<file path="config.mk">
export PLATFORM = sky130hd
export DESIGN_NAME = codebook_vram_sched
export DESIGN_NICKNAME = d
export VERILOG_FILES = /design/src/rtl/pvr_vram_pkg.sv /design/src/rtl/codebook_vram_sched.sv
export SDC_FILE = /design/constraint.sdc
export NUM_CORES = 1
export LEC_CHECK = 0
export BUFFER_PORTS_ARGS = -buffer_cell sky130_fd_sc_hd__buf_2
export CAP_MARGIN = 25
export CORE_AREA = 2 2 110 112
export DETAILED_ROUTE_END_ITERATION = 10
export DIE_AREA = 0 0 112 114
export PLACE_DENSITY_LB_ADDON = 0.12
export SLEW_MARGIN = 20
export SYNTH_ARGS = -nofsm -noshare
export SYNTH_HDL_FRONTEND = slang
export SYNTH_SLANG_ARGS = --single-unit
</file>
<file path="constraint.sdc">
create_clock -name clock -period 2.58 [get_ports clock]
set_input_delay 0.129 -clock clock [delete_from_list [all_inputs] [get_ports clock]]
set_output_delay 0.129 -clock clock [all_outputs]
set_load 0.02 [all_outputs]
</file>
<file path="src/rtl/pvr_vram_pkg.sv">
`default_nettype none
// +--------------------------------------------------------------------------+
// | Module   : pvr_vram_pkg                                                  |
// | Brief    : Shared types and constants for the PVR texture-unit VRAM      |
// |            read-port scheduler.                                          |
// | Revision : 1.0 - initial release                                         |
// +--------------------------------------------------------------------------+
package pvr_vram_pkg;

  // Scheduler states: codebook burst request/data, texel request/data.
  typedef enum logic [2:0] {
    ST_IDLE    = 3'd0,
    ST_CB_REQ  = 3'd1,
    ST_CB_DATA = 3'd2,
    ST_TX_REQ  = 3'd3,
    ST_TX_DATA = 3'd4
  } vram_state_t;

  // Codebook size in 64-bit words.
  localparam int CB_WORDS        = 256;
  // Bytes per VRAM read beat.
  localparam int VRAM_BEAT_BYTES = 8;
  // Width of the VRAM burst-count field (holds up to CB_WORDS).
  localparam int BURSTCNT_W      = 9;

endpackage : pvr_vram_pkg
`default_nettype wire

</file>
<file path="src/rtl/codebook_vram_sched.sv">
`default_nettype none
// +--------------------------------------------------------------------------+
// | Module   : codebook_vram_sched                                           |
// | Brief    : Shares the single VRAM read port between the VQ codebook      |
// |            cache fill (aligned bursts) and single-beat texel reads,      |
// |            with round-robin arbitration between the two.                 |
// | Revision : 1.0 - initial release                                         |
// +--------------------------------------------------------------------------+
module codebook_vram_sched
  import pvr_vram_pkg::*;
#(
  parameter int ADDR_WIDTH = 23,
  parameter int BURST_LEN  = 8
) (
  input  logic                  clock,
  input  logic                  reset_n,
  // codebook cache fill side
  input  logic                  cb_wait,
  input  logic [7:0]            cb_offset,
  input  logic [ADDR_WIDTH-1:0] cb_base,
  output logic                  cb_valid,
  output logic [63:0]           cb_data,
  // texel fetch side
  input  logic                  tex_req,
  input  logic [ADDR_WIDTH-1:0] tex_addr,
  output logic                  tex_ack,
  output logic                  tex_valid,
  output logic [63:0]           tex_data,
  // VRAM read master
  output logic                  vram_rd,
  output logic [ADDR_WIDTH-1:0] vram_addr,
  output logic [BURSTCNT_W-1:0] vram_burstcnt,
  input  logic                  vram_waitrequest,
  input  logic                  vram_rdvalid,
  input  logic [63:0]           vram_din
);

  localparam int BEAT_SHIFT = $clog2(VRAM_BEAT_BYTES);

  vram_state_t           r_state;
  logic                  r_last_cb;
  logic [BURSTCNT_W-1:0] r_beat_cnt;

  logic                  w_grant_cb;
  logic                  w_grant_tx;
  logic                  w_accept;
  logic                  w_last_beat;
  logic [ADDR_WIDTH-1:0] w_cb_addr;

  // Codebook word index scaled to a byte offset from the codebook base.
  assign w_cb_addr = cb_base + (ADDR_WIDTH'(cb_offset) << BEAT_SHIFT);

  // Round-robin: on contention, grant whichever side was not served last.
  assign w_grant_cb = cb_wait && (!tex_req || !r_last_cb);
  assign w_grant_tx = tex_req && (!cb_wait ||  r_last_cb);

  assign w_accept    = vram_rd && !vram_waitrequest;
  assign w_last_beat = vram_rdvalid && (r_beat_cnt == BURSTCNT_W'(BURST_LEN - 1));

  // Returned beats pass straight through; a fill cancelled mid-burst drains silently.
  assign cb_valid  = (r_state == ST_CB_DATA) && vram_rdvalid && cb_wait;
  assign cb_data   = cb_valid ? vram_din : 64'd0;
  assign tex_valid = (r_state == ST_TX_DATA) && vram_rdvalid;
  assign tex_data  = tex_valid ? vram_din : 64'd0;
  assign tex_ack   = (r_state == ST_TX_REQ) && w_accept;

  // Scheduler FSM with registered VRAM command outputs held stable under stall.
  always_ff @(posedge clock or negedge reset_n) begin
    if (!reset_n) begin
      r_state       <= ST_IDLE;
      r_last_cb     <= 1'b0;
      r_beat_cnt    <= '0;
      vram_rd       <= 1'b0;
      vram_addr     <= '0;
      vram_burstcnt <= '0;
    end else begin
      case (r_state)
        ST_IDLE: begin
          if (w_grant_cb) begin
            vram_rd       <= 1'b1;
            vram_addr     <= w_cb_addr;
            vram_burstcnt <= BURSTCNT_W'(BURST_LEN);
            r_state       <= ST_CB_REQ;
          end else if (w_grant_tx) begin
            vram_rd       <= 1'b1;
            vram_addr     <= tex_addr;
            vram_burstcnt <= BURSTCNT_W'(1);
            r_state       <= ST_TX_REQ;
          end
        end

        ST_CB_REQ: begin
          if (w_accept) begin
            vram_rd    <= 1'b0;
            r_last_cb  <= 1'b1;
            r_beat_cnt <= '0;
            r_state    <= ST_CB_DATA;
          end
        end

        ST_CB_DATA: begin
          if (w_last_beat) begin
            r_beat_cnt <= '0;
            r_state    <= ST_IDLE;
          end else if (vram_rdvalid) begin
            r_beat_cnt <= r_beat_cnt + BURSTCNT_W'(1);
          end
        end

        ST_TX_REQ: begin
          if (w_accept) begin
            vram_rd   <= 1'b0;
            r_last_cb <= 1'b0;
            r_state   <= ST_TX_DATA;
          end
        end

        ST_TX_DATA: begin
          if (vram_rdvalid) begin
            r_state <= ST_IDLE;
          end
        end

        default: begin
          vram_rd <= 1'b0;
          r_state <= ST_IDLE;
        end
      endcase
    end
  end

endmodule : codebook_vram_sched
`default_nettype wire

</file>
==> results of run 1 <==
==> sequential cells by signal (all words and copies together), names as in the netlist <==
name / count
r_last_cb: 1
vram_burstcnt: 2
vram_addr: 23
r_state: 3
r_beat_cnt: 9
vram_rd: 1
==> synth_stat cells (8+ instances only) <==
library cell / number / area [sq um]
dfrtp_1: 39 / 975.9
inv_1: 11 / 41.29
nor2_1: 24 / 90.09
nand2_1: 23 / 86.33
xnor2_1: 11 / 96.34
nand3_1: 8 / 40.04
xor2_1: 8 / 70.07
ha_1: 9 / 112.6
o21ai_0: 22 / 110.1
and3_1: 8 / 50.05
clkbuf_1: 15 / 56.30
and2_1: 131 / 819.5
a22oi_1: 14 / 105.1
==> layer usage <==
metal	part of all wire (%)	global-route usage (%)	wire length [um]	vias up
met5	0.10	0	13	-
met4	0.99	4.309	126	2
met3	7.2	3.879	909	12
met2	50	32.57	6335	172
met1	42	23.05	5298	1769
li1	-	-	-	1917
==> critical path, stage by stage, from the launching register on <==
cell and delay, ps:
dfrtp_1 460, nor2_1 210, and3_1 470, buf_4 350, and2_1 180, buf_2 160
==> cells by family after synthesis <==
kind of cell / count (synthesis) / share of synthesized area [%]
compound gates: 78 / 16.61
xor+xnor: 19 / 5.021
fa+ha+maj: 10 / 4.002
buf+inv: 41 / 6.115
flops: 39 / 29.45
other cells: 1 / 0.1131
simple gates: 222 / 38.69
==> repair_timing <==
action,in CTS,in global routing
hold endpoints to repair,0,22
hold buffers,0,1
resized for setup,0,0
==> report_power, final <==
part	internal [mW]	leakage, nW	switching [mW]	total [mW]
Clock	0.481	0.0869	0.250	0.731
Combinational	0.681	2.32	1.11	1.79
Sequential	0.856	0.495	0.178	1.03
==> worst max-delay path by stage <==
stage                                end  cells past startpoint
6_report                    tex_data[17]                      5
3_3_place_gp   vram_addr[21]$_DFFE_PN0P_                     10
2_1_floorplan  vram_addr[21]$_DFFE_PN0P_                      9
5_1_grt                     tex_data[22]                      5
4_1_cts                     tex_data[17]                      5
3_5_place_dp   vram_addr[20]$_DFFE_PN0P_                      4
==> through the flow <==
| step | worst slack [ps] | utilization (%) | total power [mW] | cell area (sq um) | instances |
|---|---|---|---|---|---|
| 6_report | 329.9 | 42.87 | 3.559 | 5021 | 829 |
| 5_1_grt | 167.0 | 42.85 | 3.808 | 5019 | 828 |
| 4_1_cts | 376.5 | 42.53 | 3.581 | 4981 | 826 |
| 3_5_place_dp | 618.0 | 41.05 | 2.839 | 4807 | 818 |
| 3_3_place_gp | 681.5 | 41.05 | 2.815 | 4807 | 818 |
| 2_1_floorplan | 925.5 | - | 2.216 | 3337 | 416 |
==> placed cells by master, fill, tap and decap left out, types with 5 or more instances in the layout <==
| cell | instances |
|---|---|
| a21o_1 | 5 |
| a21oi_1 | 7 |
| a222oi_1 | 5 |
| a22oi_1 | 14 |
| and2_1 | 131 |
| and3_1 | 8 |
| buf_2 | 280 |
| buf_4 | 5 |
| clkbuf_16 | 5 |
| conb_1 | 7 |
| dfrtp_1 | 39 |
| ha_1 | 9 |
| inv_1 | 11 |
| nand2_1 | 23 |
| nand3_1 | 8 |
| nor2_1 | 22 |
| nor2b_1 | 6 |
| nor3_1 | 5 |
| o21ai_0 | 22 |
| xnor2_1 | 11 |
| xor2_1 | 8 |
==> area by class of cell <==
cell class	count	area (sq um)	area share [%]
diodes	1	2.502	0.04984
clock buffers	6	138.9	2.766
clock inverters	2	35.03	0.6977
inverters	11	41.29	0.8223
multi-input cells	336	2167	43.16
flip-flops and latches	39	975.9	19.44
well taps	147	183.9	3.663
repair buffers	287	1476	29.40
==> results.sh, run 1 <==
export IMPL_outcome="finished, final reports clean"
export IMPL_finClkSkew_ps=3.670
export IMPL_async_flop_share_pct=100.0
export IMPL_post_synth_num_cell_types=54
export IMPL_grt_util_all_layers_pct=18.38
export IMPL_r2r_end="vram_addr[20]$_DFFE_PN0P_"
export IMPL_vias=3872
export IMPL_clockBufferDepth=2
export IMPL_worstSetupPathType="register to primary output"
export IMPL_dieArea_sq_um=12770
export IMPL_start_kind="register"
export IMPL_syn_instance_count=410
export IMPL_final_nets=814
export IMPL_rrSetupSlack_ps=630
export IMPL_postSynthAreaPerCell_sq_um=8.084
export IMPL_finalCritPeriodShare_pct=87.21
export IMPL_hold_depth=3
export IMPL_slew_limit_headroom_pct=58.18
export IMPL_synth_edff_count=0
export IMPL_clk_pin_slew_ps=60
export IMPL_num_rows=40
export IMPL_reg2reg_from="r_state[2]$_DFFE_PN0P_"
export IMPL_dr_pass1_iters=4
export IMPL_drv_cap=0
export IMPL_tightest_slew_ps=627.2
export IMPL_antenna_found_initial=1
export IMPL_min_path_type="primary input to register"
export IMPL_overflow=0
export IMPL_hold_path_end="vram_addr[2]$_DFFE_PN0P_"
export IMPL_fin_crit_ps=2250
export IMPL_routed_wl_um=12680
export IMPL_start_util_pct=28.30
export IMPL_rsz0062_at_grt="no"
export IMPL_finalSetupViolCount=0
export IMPL_drive_gt1_share_pct=44.79
export IMPL_p_per_area_nw_per_um2=708.8
export IMPL_finalHoldViolCount=0
export IMPL_yosys_warnings=0
export IMPL_grt_pass1_vias=3514
export IMPL_place_congestion=0.8389
export IMPL_fill_cells=1249
export IMPL_worstPathArrival_ps=2120
export IMPL_min_from="tex_addr[2]"
export IMPL_clock_sinks=39
export IMPL_post_drt_wl_per_cell_um=15.30
export IMPL_port_buffers=280
export IMPL_ant_nets=0
export IMPL_synth_ff_type="dfrtp_1"
export IMPL_maxSlewViolCount=0
export IMPL_synthesis_area_sq_um=3314
export IMPL_hpwl_um=10410
export IMPL_core_sq_um=11710
export IMPL_cp_end_kind="primary output"
export IMPL_grt_max_degree=66
export IMPL_startpoint="r_state[0]$_DFFE_PN0P_"
export IMPL_ys_seq_area_share_pct=29.45
export IMPL_die_h_um=114
export IMPL_grt_pass1_wl_um=18690
export IMPL_first_iter_violations=143
export IMPL_insertion_delay_ps=280
export IMPL_drc_errors=0
export IMPL_h_tree_depth=2
export IMPL_area_delta_synth_final_pct=51.49
export IMPL_p_leak_nw=2.900
export IMPL_final_setup_tns_ps=0
export IMPL_fmax_mhz=444.4
export IMPL_irDropWorstVdd_v=0.0003155
export IMPL_ff2ff_path_depth=4
export IMPL_hold_ws_ps=60.70
export IMPL_post_cts_buffers=0
export IMPL_die_w_um=112
export IMPL_crit_path_max_fanout=33
export IMPL_root_buffer="clkbuf_16"
export IMPL_required_ps=2450
export IMPL_vias_per_cell=4.671
export IMPL_io_pins=288
export IMPL_ys_seq_elements=39
export IMPL_cts_made_buffers=5
export IMPL_cts_tree="built"
No activity file was read; power rests on OpenSTA's default activity.
==> run 2: changes to the inputs <==
- CAP_MARGIN: 25 -> 20
- clock period: 2.58 -> 2.81 ns (I/O delays scaled with it)
==> run 2 against run 1 <==
Net effect:
- hold slack worse by 77 ps
- count of clock-buffer cells in the layout rose by 2
- non-clock buffer count decreased by 4
- register-to-register slack better by 140 ps
- final area down 1.0%
- the flow now finishes with violations (hold timing)
- critical endpoint is now tex_data[34]
==> results.sh, run 2 (same netlist as run 1, synthesis figures left out) <==
export IMPL_outcome="complete, but fails checks"
export IMPL_violations="hold timing"
export IMPL_mostFrequentLayoutCell="buf_2"
export IMPL_sw_frac_of_total_pct=43.87
export IMPL_totalPowerFinal_mw=3.172
export IMPL_min_path_type="primary input to async pin"
export IMPL_h_tree_depth=2
export IMPL_dr_pass1_iters=5
export IMPL_p_per_area_nw_per_um2=638.5
export IMPL_port_buffers=280
export IMPL_post_drt_wl_per_cell_um=15.30
export IMPL_fin_crit_ps=2248
export IMPL_rsz0062_at_grt="no"
export IMPL_root_buffer="clkbuf_16"
export IMPL_finClkSkew_ps=4.307
export IMPL_slew_limit_headroom_pct=40.24
export IMPL_fill_cells=1216
export IMPL_comb_power_share_pct=51.2
export IMPL_drive_gt1_share_pct=44.46
export IMPL_grt_pass1_wl_um=18910
export IMPL_cts_tree="built"
export IMPL_final_core_util_pct=42.43
export IMPL_antenna_found_initial=1
export IMPL_crit_path_max_fanout=47
export IMPL_area_delta_synth_final_pct=49.91
export IMPL_largest_reg_flops=23
export IMPL_post_cts_buffers=0
export IMPL_drv_cap=0
export IMPL_io_pins=288
export IMPL_vias=3894
export IMPL_die_h_um=114
export IMPL_p_leak_nw=2.867
export IMPL_overflow=0
export IMPL_grt_max_degree=66
export IMPL_grt_util_all_layers_pct=18.43
export IMPL_start_util_pct=28.30
export IMPL_startpoint="r_state[0]$_DFFE_PN0P_"
export IMPL_drc_errors=0
export IMPL_required_ps=2670
export IMPL_ant_nets=0
export IMPL_antenna_cells=0
export IMPL_fmax_mhz=444.9
export IMPL_post_cts_resized=0
export IMPL_first_iter_violations=217
export IMPL_vias_per_cell=4.726
export IMPL_worstPathArrival_ps=2110
export IMPL_clk_pin_slew_ps=60
export IMPL_dieArea_sq_um=12770
export IMPL_reg2reg_from="r_state[2]$_DFFE_PN0P_"
export IMPL_finalHoldViolCount=21
export IMPL_cts_hold_buf=0
export IMPL_clock_sinks=39
export IMPL_place_congestion=0.8400
export IMPL_p_switching_mw=1.392
export IMPL_worstSetupPathType="register to primary output"
export IMPL_reg_top3="vram_addr (23), r_beat_cnt (9), r_state (3)"
export IMPL_final_nets=810
export IMPL_final_setup_tns_ps=0
export IMPL_start_kind="register"
export IMPL_hold_ws_ps=-16.64
export IMPL_clockPowerShare_pct=18.7
export IMPL_final_cell_mix="buf_2, and2_1, dfrtp_1, nand2_1"
export IMPL_cts_made_buffers=5
export IMPL_finalSetupViolCount=0
export IMPL_p_seq_share_pct=30.1
export IMPL_routed_wl_um=12610
export IMPL_cp_end_kind="primary output"
export IMPL_maxSlewViolCount=0
export IMPL_power_internal_mw=1.781
export IMPL_tightest_slew_ps=896.4
export IMPL_irDropWorstVdd_v=0.0003022
export IMPL_clockBufferDepth=2
export IMPL_hpwl_um=10310
export IMPL_grt_pass1_vias=3561
export IMPL_regMostFlops="vram_addr"
export IMPL_num_rows=40
export IMPL_finalCritPeriodShare_pct=79.98
export IMPL_die_w_um=112
export IMPL_core_sq_um=11710
export IMPL_insertion_delay_ps=280
## run 2: cell count changes in the layout (fill, tap and decap cells not counted), sizes merged
cell	change
buf	-3
clkbuf	+2
clkinv	-1
bufinv	-1
diode	-1
dlygate4sd3	-1
## run 2: worst paths after layout
path                                                endpoint  slack (ps)  cells after the start
worst max-delay path                            tex_data[34]         560                      5
min in group clock                  vram_addr[2]$_DFFE_PN0P_          80                      3
max in group asynchronous          r_beat_cnt[8]$_DFFE_PN0P_        2250                      1
worst min-delay path               vram_addr[11]$_DFFE_PN0P_         -20                      1
worst min register to register  vram_burstcnt[3]$_DFFE_PN0P_         480                      2
worst max register to register     vram_addr[20]$_DFFE_PN0P_         770                      4
## run 2: through the flow
stage	worst slack [ps]	instance area, sq um	std cells
after floorplan	1144	3337	416
after global placement	886.8	4805	816
final	562.5	4969	824
after global routing	385.9	4969	824
after CTS	588.9	4969	824
after detailed placement	775.5	4812	816
## run 2: area by class of cell
type	count	area [sq um]	area share, %
Timing Repair Buffer	283	1436	28.91
Inverter	11	41.29	0.8310
Clock buffer	8	156.4	3.148
Multi-Input combinational cell	336	2175	43.77
Sequential cell	39	975.9	19.64
Tap cell	147	183.9	3.702
## run 2: critical path, stage by stage (launching register included)
cell and delay (ps):
dfrtp_1 470, nor2_1 200, and3_1 580, buf_12 260, and2_1 140, buf_2 160
## run 2: metal layers
layer  vias up  track usage, %  routed length (um)
met1      1797           23.68                5185
li1       1905               -                   -
met5         -               0                  13
met3         6           3.666                 949
met2       184           32.85                6394
met4         2           2.927                  68
## run 2: power by group through the flow
| stage | Sequential, mW | Combinational [mW] | Clock [mW] |
|---|---|---|---|
| final | 0.955 | 1.63 | 0.592 |
| after global routing | 0.987 | 1.80 | 0.633 |
| after floorplan | 1.13 | 0.902 | 0 |
| after CTS | 0.955 | 1.65 | 0.611 |
| after detailed placement | 0.957 | 1.65 | 0 |
| after global placement | 0.957 | 1.63 | 0 |
